[config.mk]
export PLATFORM = sky130hd
export DESIGN_NAME = uart_tx_queue
export DESIGN_NICKNAME = d
export VERILOG_FILES = /design/src/rtl/uart_tx_queue.sv
export SDC_FILE = /design/constraint.sdc
export NUM_CORES = 1
export LEC_CHECK = 0
export ABC_AREA = 1
export ABC_CLOCK_PERIOD_IN_PS = 2800
export CORE_ASPECT_RATIO = 1.75
export CORE_UTILIZATION = 30
export DETAILED_ROUTE_END_ITERATION = 6
export PLACE_DENSITY = 0.43
export SLEW_MARGIN = 10
export SYNTH_ARGS = -nofsm -noshare
export SYNTH_HDL_FRONTEND = slang
export SYNTH_SLANG_ARGS = --single-unit
[constraint.sdc]
create_clock -name clk -period 2.8 [get_ports clk]
set_input_delay 0.28 -clock clk [delete_from_list [all_inputs] [get_ports clk]]
set_output_delay 0.28 -clock clk [all_outputs]
set_load 0.02 [all_outputs]
[src/rtl/uart_tx_queue.sv]
// Byte FIFO and launch controller feeding a UART transmitter through a din/wr_en/tx_busy handshake.
// Optional overflow statistics (ovf_sticky, drop_count, ovf_clear) are built when UART_TXQ_OVF_STATS_EN is defined.
module uart_tx_queue #(
    parameter int unsigned DEPTH        = 16,
    parameter int unsigned BUSY_TIMEOUT = 8
) (
    input  logic                     clk,
    input  logic                     reset,
    input  logic                     push,
    input  logic [7:0]               push_data,
    output logic                     full,
    output logic                     empty,
    output logic [$clog2(DEPTH):0]   count,
    output logic [7:0]               din,
    output logic                     wr_en,
    input  logic                     tx_busy,
`ifdef UART_TXQ_OVF_STATS_EN
    input  logic                     ovf_clear,
    output logic                     ovf_sticky,
    output logic [7:0]               drop_count,
`endif
    output logic                     busy_timeout
);

    localparam int unsigned AW = $clog2(DEPTH);
    localparam int unsigned CW = AW + 1;
    localparam int unsigned TW = $clog2(BUSY_TIMEOUT + 1);

    typedef enum logic [1:0] {
        ST_IDLE,
        ST_WAIT_BUSY,
        ST_WAIT_DONE
    } state_e;

    logic [7:0]    mem_q [DEPTH];
    logic [AW-1:0] wptr_q, wptr_d;
    logic [AW-1:0] rptr_q, rptr_d;
    logic [CW-1:0] count_q, count_d;
    logic          full_q, full_d;
    logic          empty_q, empty_d;

    state_e        state_q;
    logic [TW-1:0] tmo_q;
    logic [TW-1:0] tmo_inc_c;
    logic [7:0]    din_q;
    logic          wr_en_q;
    logic          busy_timeout_q;

    logic          push_ok_c;
    logic          pop_c;

    // Launch decision uses only registered FIFO flags so outputs never depend combinationally on inputs.
    always_comb begin
        push_ok_c = push && !full_q;
        pop_c     = (state_q == ST_IDLE) && !empty_q && !tx_busy;
        tmo_inc_c = tmo_q + TW'(1);
        wptr_d    = push_ok_c ? wptr_q + AW'(1) : wptr_q;
        rptr_d    = pop_c ? rptr_q + AW'(1) : rptr_q;
        unique case ({push_ok_c, pop_c})
            2'b10:   count_d = count_q + CW'(1);
            2'b01:   count_d = count_q - CW'(1);
            default: count_d = count_q;
        endcase
        full_d  = (count_d == CW'(DEPTH));
        empty_d = (count_d == CW'(0));
    end

    always_ff @(posedge clk) begin
        if (push_ok_c) begin
            mem_q[wptr_q] <= push_data;
        end
    end

    always_ff @(posedge clk or posedge reset) begin
        if (reset) begin
            wptr_q  <= '0;
            rptr_q  <= '0;
            count_q <= '0;
            full_q  <= 1'b0;
            empty_q <= 1'b1;
        end else begin
            wptr_q  <= wptr_d;
            rptr_q  <= rptr_d;
            count_q <= count_d;
            full_q  <= full_d;
            empty_q <= empty_d;
        end
    end

    // Launch FSM: one-cycle wr_en, then wait for the transmitter to go busy and idle again.
    always_ff @(posedge clk or posedge reset) begin
        if (reset) begin
            state_q        <= ST_IDLE;
            tmo_q          <= '0;
            din_q          <= 8'h00;
            wr_en_q        <= 1'b0;
            busy_timeout_q <= 1'b0;
        end else begin
            wr_en_q        <= 1'b0;
            busy_timeout_q <= 1'b0;
            unique case (state_q)
                ST_IDLE: begin
                    if (pop_c) begin
                        din_q   <= mem_q[rptr_q];
                        wr_en_q <= 1'b1;
                        tmo_q   <= '0;
                        state_q <= ST_WAIT_BUSY;
                    end
                end
                ST_WAIT_BUSY: begin
                    if (tx_busy) begin
                        state_q <= ST_WAIT_DONE;
                    end else if (tmo_inc_c == TW'(BUSY_TIMEOUT)) begin
                        // Byte is abandoned, not re-queued.
                        busy_timeout_q <= 1'b1;
                        tmo_q          <= '0;
                        state_q        <= ST_IDLE;
                    end else begin
                        tmo_q <= tmo_inc_c;
                    end
                end
                ST_WAIT_DONE: begin
                    if (!tx_busy) begin
                        state_q <= ST_IDLE;
                    end
                end
                default: state_q <= ST_IDLE;
            endcase
        end
    end

`ifdef UART_TXQ_OVF_STATS_EN
    logic       ovf_sticky_q;
    logic [7:0] drop_count_q;

    // Clear has priority over a drop on the same edge; counter saturates.
    always_ff @(posedge clk or posedge reset) begin
        if (reset) begin
            ovf_sticky_q <= 1'b0;
            drop_count_q <= 8'h00;
        end else if (ovf_clear) begin
            ovf_sticky_q <= 1'b0;
            drop_count_q <= 8'h00;
        end else if (push && full_q) begin
            ovf_sticky_q <= 1'b1;
            if (drop_count_q != 8'hFF) begin
                drop_count_q <= drop_count_q + 8'd1;
            end
        end
    end

    assign ovf_sticky = ovf_sticky_q;
    assign drop_count = drop_count_q;
`endif

    assign full         = full_q;
    assign empty        = empty_q;
    assign count        = count_q;
    assign din          = din_q;
    assign wr_en        = wr_en_q;
    assign busy_timeout = busy_timeout_q;

endmodule
# == Word-level counts from Yosys, hierarchy flattened ==
# Memories as Yosys holds them, arrays and structs flattened. A register that Yosys moved wholly into a read port is not among the register bits.
# Index checks and enable logic that the tools add are counted.
# word_totals
ff_bits,23
mem_bits_rw,128
input_bits,12
output_inout_bits,17
elab_cells,54
mem_count,1
# classes
add_sub_neg,5
eq_ne,10
n_mux,17
n_reduce_logical,12
# memory_table
name,depth,word_bits,read_ports,rd_clocked_by_memory_dff,write_ports,line_no,rtl
mem_q,16,8,1,1,1,35,logic [7:0] mem_q [DEPTH];
# ops
op,count
adder 4 x 1 -> 4 bit (second input constant),3
two-way mux 4 bit,3
case mux 5 bit (2 select lines),1
two-way mux 2 bit,4
case mux 4 bit (2 select lines),1
two-way mux 1 bit,7
inequality test 2 bit (second input constant),3
case mux 2 bit (3 select lines),1
AND reduction 3 bit,2
adder 5 x 1 -> 5 bit (second input constant),1
== test 5 bit (second input constant),1
zero test 5 bit,1
subtractor 5 x 1 -> 5 bit (second input constant),1
== test 2 x 1 -> 1 bit (second input constant),2
== test 2 bit (second input constant),2
== test 4 bit (second input constant),1
logical AND 1 bit,3
zero test 1 bit,3
inequality test 3 bit (second input constant),1
zero test 2 bit,1
AND reduction 2 bit,1
nonzero test 2 bit,1

# == Logic depth before layout (Yosys ltp) ==
# Gate-level depths: netlist of the first run.
# logic_depth
depth_word,6
mapped_depth,18
ltp_nobuf,18

# == Worst setup path after synthesis of the first run ==
# No wires, ideal clock.
# synth_path
kind,flip-flop to flip-flop
startpoint,register empty_q (netlist: empty)
endpoint,register full_q (netlist: full)
setup_time_ps,69
arrival_time_ps,2164
t_required_ps,2731
slack_ps,567
path_stages_with_launch,12
n_path_buf,1
synth_period_minus_slack_ps,2233
path_cell_list,dfstp_2 nor2_4 nand2_1 buf_2 inv_1 ha_1 o21ai_0 inv_1 or2_2 nor2_1 nand3_2 nor2_2
# synth_between
elab_chain_len,6
word_cells_on_any_way,7
classes_between,3 x eq/ne; 1 x mux; 3 x reduce/logical
# synth_lines
element,line_no,rtl
from (decl),40,"logic empty_q, empty_d;"
from (signal assigned),86,empty_q <= empty_d;
zero test 1 bit (*),55,pop_c = (state_q == ST_IDLE) && !empty_q && !tx_busy;
logical AND 1 bit (*) (2 in series),55,
== test 2 x 1 -> 1 bit / == test 2 bit (equally long branches),59,"unique case ({push_ok_c, pop_c})"
case mux 5 bit (2 select lines) (*),59,
via count_d[1],38,"logic [CW-1:0] count_q, count_d;"
== test 5 bit (*),64,full_d = (count_d == CW'(DEPTH));
via full_d,39,"logic full_q, full_d;"
to (signal assigned),85,full_q <= full_d;
to (decl),39,
# The timed path passes the listed nets; every way through them passes the cells marked *.
# A chain may end at the register's enable or synchronous reset.

# == Worst setup path after layout of the first run ==
# layout_path
startpoint,register state_q[0]
endpoint,register full_q (netlist: full)
# layout_between
elab_chain_len,6
word_cells_on_any_way,7
classes_between,3 x eq/ne; 1 x mux; 3 x reduce/logical
# layout_lines
element,line_no,rtl
from (decl),42,state_e state_q;
from (signal assigned),93,state_q <= ST_IDLE;
from (signal assigned),107,state_q <= ST_WAIT_BUSY;
from (signal assigned),112,state_q <= ST_WAIT_DONE;
zero test 2 bit (*),55,
logical AND 1 bit (*) (2 in series),55,
== test 2 x 1 -> 1 bit / == test 2 bit (equally long branches),59,
case mux 5 bit (2 select lines) (*),59,
via count_d[1],38,
== test 5 bit (*),64,
via full_d,39,
# Marked as above.

==> summary.md, run 1 <==
| Metric | Value |
|---|---|
| Place WS | `between 0.3 and 0.4 ns` |
| Total Wirelength | `between 15 and 20 mm` |
| Setup crit start | `state_q[0]` |
| Max Fanout on Critical Path | `4` |
| Inst Count DP | `roughly 850` |
| DRC | `0` |
| Post-layout min period | `between 2 and 2.5 ns` |
| Multi-input logic area | `1720 um2` |
| Drt pass-1 iters | `4` |
| Storage element area | `approximately 4600 um2` |
| Most frequent cells in the layout | `128 x edfxtp_1, 70 x nor2_1, 69 x nand2_1` |
| Fmax | `476 MHz` |
| Number of flops mapped to enable cells by yosys | `approximately 130` |
| Largest net degree at the start of global routing | `40` |
| Setup WS post-layout | `between 0.6 and 0.7 ns` |
| Seq/Total Area, Yosys | `70.3%` |
| Final Hold Fails | `0` |
| Pwr Density | `1070 nW/um2` |
| Flop and latch count out of synthesis | `roughly 160` |
| Worst-Margin Slew | `0.638 ns` |
| CP Cell Sequence | `nor2_4 > nand3_4 > nand2_1 > nand2_1 > inv_1 > ha_1 > o21ai_0 > inv_1 > or2_2 > nor2_1 > nand3_2 > nor2_2` |
| Die area | `22500 um2` |
| Critical-path top delay cell | `dfrtp_1` |
| Hold-fix buffers, CTS | `0` |
| Finished Layout Cells | `around 890` |
| Worst-Skew Late Latency | `about 0.42 ns` |
| Distinct cells, synth | `38` |
| Via count | `4104` |
| CP Class | `register to register` |
| Via density | `4.63` |
| R2R depth | `12` |
| Placer congestion estimate | `around 0.80` |
| Post-CTS setup buffer count | `0` |
| Overflow after GRT | `0` |
| Mapped Cells | `about 530` |
| Clk_skew | `between 0.008 and 0.009 ns` |
| Avg WL per Cell | `18.0 um` |
| Initial antenna violation count | `0` |
| Maximum vdd drop | `0.000396 V` |
| Num CTS Buffers | `17` |
| Buffer and inverter count on the worst path | `2` |
| Setup crit end kind | `register` |
| Post-cts resize count | `0` |
| Layout cells sized above 1 | `approximately 13%` |
| I/O pins | `29` |
| Crit-path leading delay family | `simple AND/OR/NAND/NOR gates` |
| GRT Resource Usage Total | `between 15 and 20%` |
| Clock sink total | `roughly 160` |
| Clock root buffer | `clkbuf_16` |
| Worst min-delay path class | `primary input to asynchronous set/reset pin` |
| H-tree levels | `4` |
| Yosys warning count | `0` |
| Chip Width | `roughly 110 um` |
| Iteration-0 DRC Markers | `around 190` |
| # Max-Cap Violations | `0` |
| Clock tree buffer depth | `2` |
| DPL Wire Length | `10.7 mm` |
| Mapped Area | `6570 um2` |
| Syn avg cell area | `between 10 and 15 um2` |
| Syn-to-layout area delta | `20.9%` |
| CORE AREA | `21500 um2` |
| Async SR Flop Fraction | `19.5%` |
| Post-DRT Antenna Nets | `0` |
| Leak pwr | `2.92 nW` |
| Overall power | `~8.5 mW` |
| Reg-to-Reg End | `full` |
| Slowest stage delay, CP | `roughly 0.43 ns` |
| Crit path launch type | `register` |
| Worst Path Arrival | `roughly 2.5 ns` |
| Final worst-path cycle share | `roughly 75%` |
| RSZ-0062 raised after global routing | `false` |
| Die Ht | `approximately 200 um` |
| First-pass GRT wire length | `approximately 25 mm` |
| Synthesized net count | `between 500 and 600` |
| CP required | `around 3.2 ns` |
| Row count | `between 70 and 80` |
| Status | `finished, final reports clean` |
| Initial Util | `30.6%` |
| Setup TNS | `0 ns` |
| Final #Nets | `roughly 600` |
| Vias in the first global route | `about 4400` |
| Reg2Reg Setup Slack | `between 0.6 and 0.7 ns` |
| Slew Limit Fails | `0` |
| Antenna cells | `0` |
| # fillers | `approximately 2100` |
| Reg-to-Reg Start | `state_q[0]` |
| Main synth FF type | `edfxtp_1` |
| Clock-pin transition on the worst setup and hold timing paths | `about 0.07 ns` |
| Finish-stage setup viols | `0` |
| Relative slew slack | `around 57%` |
| Leading cell type in the layout, fill and taps excluded | `edfxtp_1` |
| Buffers added on ports | `28` |
| CTS tree | `yes` |
[worst max path at each step]
stage,endpoint,depth (start not counted)
6_report,full,12
5_1_grt,empty,12
2_1_floorplan,full,11
4_1_cts,full,12
3_5_place_dp,full,13
3_3_place_gp,full,13
[sequential cells by signal, indices dropped and copies added (netlist names), 2 cells and up]
register / count
din: 8
wptr_q: 4
state_q: 2
mem_q: 128
tmo_q: 4
rptr_q: 4
count: 5
[worst min-delay path, stage by stage]
cell,delay [ns]
clkdlybuf4s50_1,0.39
inv_1,0.05
buf_4,0.39
[per-stage QoR]
| step | area [um2] | hold WS, ns | util, % |
|---|---|---|---|
| 2_1_floorplan | 6570 | 0.379 | - |
| 3_3_place_gp | 7310 | 0.487 | 34.0 |
| 3_5_place_dp | 7310 | 0.476 | 34.0 |
| 4_1_cts | 7950 | 0.269 | 37.0 |
| 5_1_grt | 7950 | 0.316 | 37.0 |
| 6_report | 7950 | 0.252 | 37.0 |
[Yosys cell counts, types with 2 or more instances]
cell type  instances  area share [%]
edfxtp_1         128              58
nor2_1            70             4.0
nand2_1           69             3.9
o21ai_0           49             3.7
dfrtp_1           30              11
inv_1             26             1.5
a21oi_1           25             1.9
o21ai_1           14             1.1
buf_2             13            0.99
nand3_1           13            0.99
o22ai_1           12             1.1
mux2i_1           10             1.5
ha_1               9             1.7
o221ai_1           8             1.1
clkbuf_1           6            0.34
xor2_1             6            0.80
o31ai_1            5            0.57
a31oi_1            3            0.29
clkinv_1           3            0.17
inv_2              3            0.17
nand2_2            3            0.29
nand4_1            3            0.29
xnor2_1            3            0.40
buf_4              2            0.23
nand2_4            2            0.34
nand3_2            2            0.30
nor2_2             2            0.19
nor2_4             2            0.34
[kinds of logic after synthesis]
kind of cell	count (synthesis)	synth area share, %
mux	10	1.52
compound gates	119	10.2
fa+ha+maj	9	1.71
simple gates	170	11.3
flops	159	70.3
xor+xnor	10	1.45
buf+inv	54	3.56
[routing by layer]
layer / track usage (%) / part of all wire [%] / vias to the layer above / wire [um]
met5: 0 / 0 / - / 0
met4: 8.32 / 2.9 / 0 / 467
met3: 2.45 / 1.7 / 21 / 265
met2: 28.0 / 54 / 60 / 8650
met1: 16.4 / 41 / 2034 / 6520
li1: - / - / 1989 / -
[cell type report]
type | instances | share of cell area [%]
flip-flops and latches | 159 | 58.1
multi-input cells | 318 | 21.6
clock buffers | 23 | 7.10
repair buffers | 53 | 6.04
well taps | 292 | 4.60
inverters | 32 | 1.51
clock inverters | 9 | 0.976
[power breakdown]
part	internal, mW	leakage (nW)	total (mW)	switching (mW)
Clock	1.45	0.315	2.43	0.985
Sequential	2.95	1.53	3.28	0.330
Combinational	1.00	1.07	2.80	1.80
Total	5.40	2.92	8.52	3.12
(Power assumes the default switching activity.)
==> inputs of run 2 (changes only) <==
Settings changed: ABC_CLOCK_PERIOD_IN_PS 2800 to 1800, PLACE_DENSITY 0.43 to 0.45.
Clock period 2.8 ns to 1.8 ns, I/O delays scaled along.
==> run 2 against run 1 <==
Effect of this change: the run now ends with negative setup slack left; non-clock buffer count increased by 38; via count increased by 3.9%; first-iteration DRC count increased by 57%; sequential power increased by 51%; combinational power increased by 92%; setup slack got worse by 0.76 ns; clock power increased by 54%; cell count increased by 4.3%; hold slack got worse by 0.11 ns; die area unchanged; clock skew decreased by 0.00064 ns; largest cell class unchanged.
==> summary.md, run 2 (synthesis results as in run 1) <==
| Metric | Value |
|---|---|
| Setup TNS | `-0.121 ns (-0.121 ns)` |
| Violated checks | `negative setup slack` |
| Most frequent cells in the layout | `128 x edfxtp_1, 69 x nor2_1, 64 x nand2_1` |
| Grt met2 use | `30.2% (+2.2 points)` |
| Worst min-delay path class | `primary input to asynchronous set/reset pin` |
| Leading cell type in the layout, fill and taps excluded | `edfxtp_1` |
| Clock sink total | `159 (unchanged)` |
| Max reg flops | `128 (unchanged)` |
| M1 GR Usage | `15.1% (-1.3 points)` |
| Final Hold Fails | `0 (unchanged)` |
| Post-layout min period | `1.86 ns (-0.240 ns)` |
| Fmax | `537 MHz (+13%)` |
| Post-DRT Antenna Nets | `0 (unchanged)` |
| Iteration-0 DRC Markers | `294 (+57%)` |
| Clock tree buffer depth | `2 (unchanged)` |
| Core Util, Final | `38.5% (+1.6 points)` |
| Drt pass-1 iters | `4 (unchanged)` |
| Row count | `71 (unchanged)` |
| Reg-to-Reg End | `empty` |
| # fillers | `2075 (-2.1%)` |
| Antenna cells | `0 (unchanged)` |
| Via count | `4266 (+3.9%)` |
| First-pass GRT wire length | `24.9 mm (about the same)` |
| CP Class | `register to register` |
| CP required | `2.17 ns (-0.99 ns)` |
| Worst-Margin Slew | `0.637 ns (-0.000728 ns)` |
| Die Ht | `198 um (unchanged)` |
| Vias in the first global route | `4393 (+0.50%)` |
| Worst Path Arrival | `2.23 ns (-0.24 ns)` |
| I/O pins | `29 (unchanged)` |
| Critical-path top delay cell | `dfstp_2` |
| Die area | `22500 um2 (unchanged)` |
| Final worst-path cycle share | `103% (+28 points)` |
| DPL Wire Length | `11.3 mm (+5.6%)` |
| Placer congestion estimate | `0.837 (+4.0%)` |
| Chip Width | `114 um (unchanged)` |
| Initial Util | `30.6% (unchanged)` |
| GRT Resource Usage Total | `15.5% (+0.26 points)` |
| H-tree levels | `4 (unchanged)` |
| R2R depth | `11 (-1)` |
| Via density | `4.62 (-0.33%)` |
| Final #Nets | `640 (+6.3%)` |
| CP Cell Sequence | `nor2_4 > nand4_1 > nand2_2 > inv_2 > ha_4 > o21ai_2 > inv_1 > or2_4 > nor2_4 > nand3_2 > nor2_1` |
| Reg2Reg Setup Slack | `-0.06 ns (-0.76 ns)` |
| Slowest stage delay, CP | `0.56 ns (+0.13 ns)` |
| Total Wirelength | `16.2 mm (+2.0%)` |
| Clock root buffer | `clkbuf_16` |
| Leak pwr | `3.10 nW (+6.1%)` |
| Initial antenna violation count | `0 (unchanged)` |
| Top Usage Layer GRT | `met2` |
| GRT met3 Usage | `3.03% (+0.58 points)` |
| Reg-to-Reg Start | `empty` |
| CORE AREA | `21500 um2 (unchanged)` |
| Clock-pin transition on the worst setup and hold timing paths | `0.06 ns (about the same)` |
| Crit path launch type | `register` |
| Status | `complete, but fails checks` |
| Slew Limit Fails | `0 (unchanged)` |
| Syn-to-layout area delta | `26.0%` |
| Setup crit end kind | `register` |
| Setup WS post-layout | `-0.0622 ns (-0.760 ns)` |
| Relative slew slack | `57.4% (about the same)` |
| Top reg by flops | `mem_q` |
| Max Fanout on Critical Path | `4 (unchanged)` |
| Largest net degree at the start of global routing | `42 (+5.0%)` |
| Finish-stage setup viols | `2 (+2)` |
| Num CTS Buffers | `17 (unchanged)` |
| Avg WL per Cell | `17.6 um (-2.2%)` |
| Layout cells sized above 1 | `20.3% (+7.3 points)` |
| DRC | `0 (unchanged)` |
| Maximum vdd drop | `0.000835 V (+110%)` |
| CTS tree | `yes` |
| RSZ-0062 raised after global routing | `true` |
| Worst-Skew Late Latency | `0.43 ns (about the same)` |
| Pwr Density | `1700 nW/um2 (+59%)` |
| CP dominant cell by count | `nor2_4` |
| Buffers added on ports | `28 (unchanged)` |
| Overflow after GRT | `0 (unchanged)` |
| Clk_skew | `0.00813 ns (-0.000644 ns)` |
| # Max-Cap Violations | `0 (unchanged)` |
==> run 2: final cells by class <==
class	count	area, um2	share of cell area, %
Clock buffer	20	457	5.51
Clock inverter	12	159	1.92
Inverter	32	123	1.48
Multi-Input combinational cell	318	1780	21.5
Sequential cell	159	4620	55.8
Tap cell	292	365	4.41
Timing Repair Buffer	91	777	9.38
==> run 2: worst max-delay path, delay by kind of cell, from the launching register on <==
kind,cells,cell delay (ns)
AO/OA/AOI/OAI,1,0.11
buffers and inverters,2,0.14
adder cells (fa/ha/maj),1,0.20
flip-flops,1,0.56
AND/OR/NAND/NOR,7,0.78
==> run 2: worst max-delay path by stage <==
stage,from,endpoint,slack [ns],cells after the start
CTS,state_q[1],empty,-0.08,11
floorplan,empty,empty,-0.11,12
global route,state_q[0],full,-0.20,14
global placement,tx_busy,empty,-0.36,12
detailed placement,tx_busy,empty,-0.39,12
finish,empty,empty,-0.06,11
==> run 2: stage by stage <==
step | setup slack [ns] | hold slack [ns] | instances | cell area, um2 | total power, mW
5_1_grt | -0.196 | 0.191 | 924 | 8280 | 14.9
2_1_floorplan | -0.113 | 0.279 | 531 | 6600 | 8.04
3_5_place_dp | -0.391 | 0.514 | 890 | 7610 | 10.3
6_report | -0.0622 | 0.147 | 924 | 8280 | 14.1
3_3_place_gp | -0.355 | 0.503 | 890 | 7610 | 10.2
4_1_cts | -0.0830 | 0.147 | 923 | 8260 | 14.2
==> run 2: power by group <==
| group | internal (mW) | total, mW | switching (mW) |
|---|---|---|---|
| logic | 2.14 | 5.38 | 3.25 |
| registers | 4.60 | 4.96 | 0.353 |
| clock network | 2.27 | 3.75 | 1.48 |
| total | 9.00 | 14.1 | 5.08 |
==> run 2: repair_timing <==
item | CTS | global route
hold endpoints to repair | 0 | 0
pin swaps | 9 | 10
gates resized for setup | 6 | 6
buffers inserted | 1 | 1
setup endpoints to repair | 3 | 5
hold buffers | 0 | 0
==> run 2: metal layers <==
metal / up-vias / routed length, um
li1: 2069 / -
met1: 2109 / 5850
met2: 60 / 9490
met3: 28 / 341
met4: 0 / 545
met5: - / 0
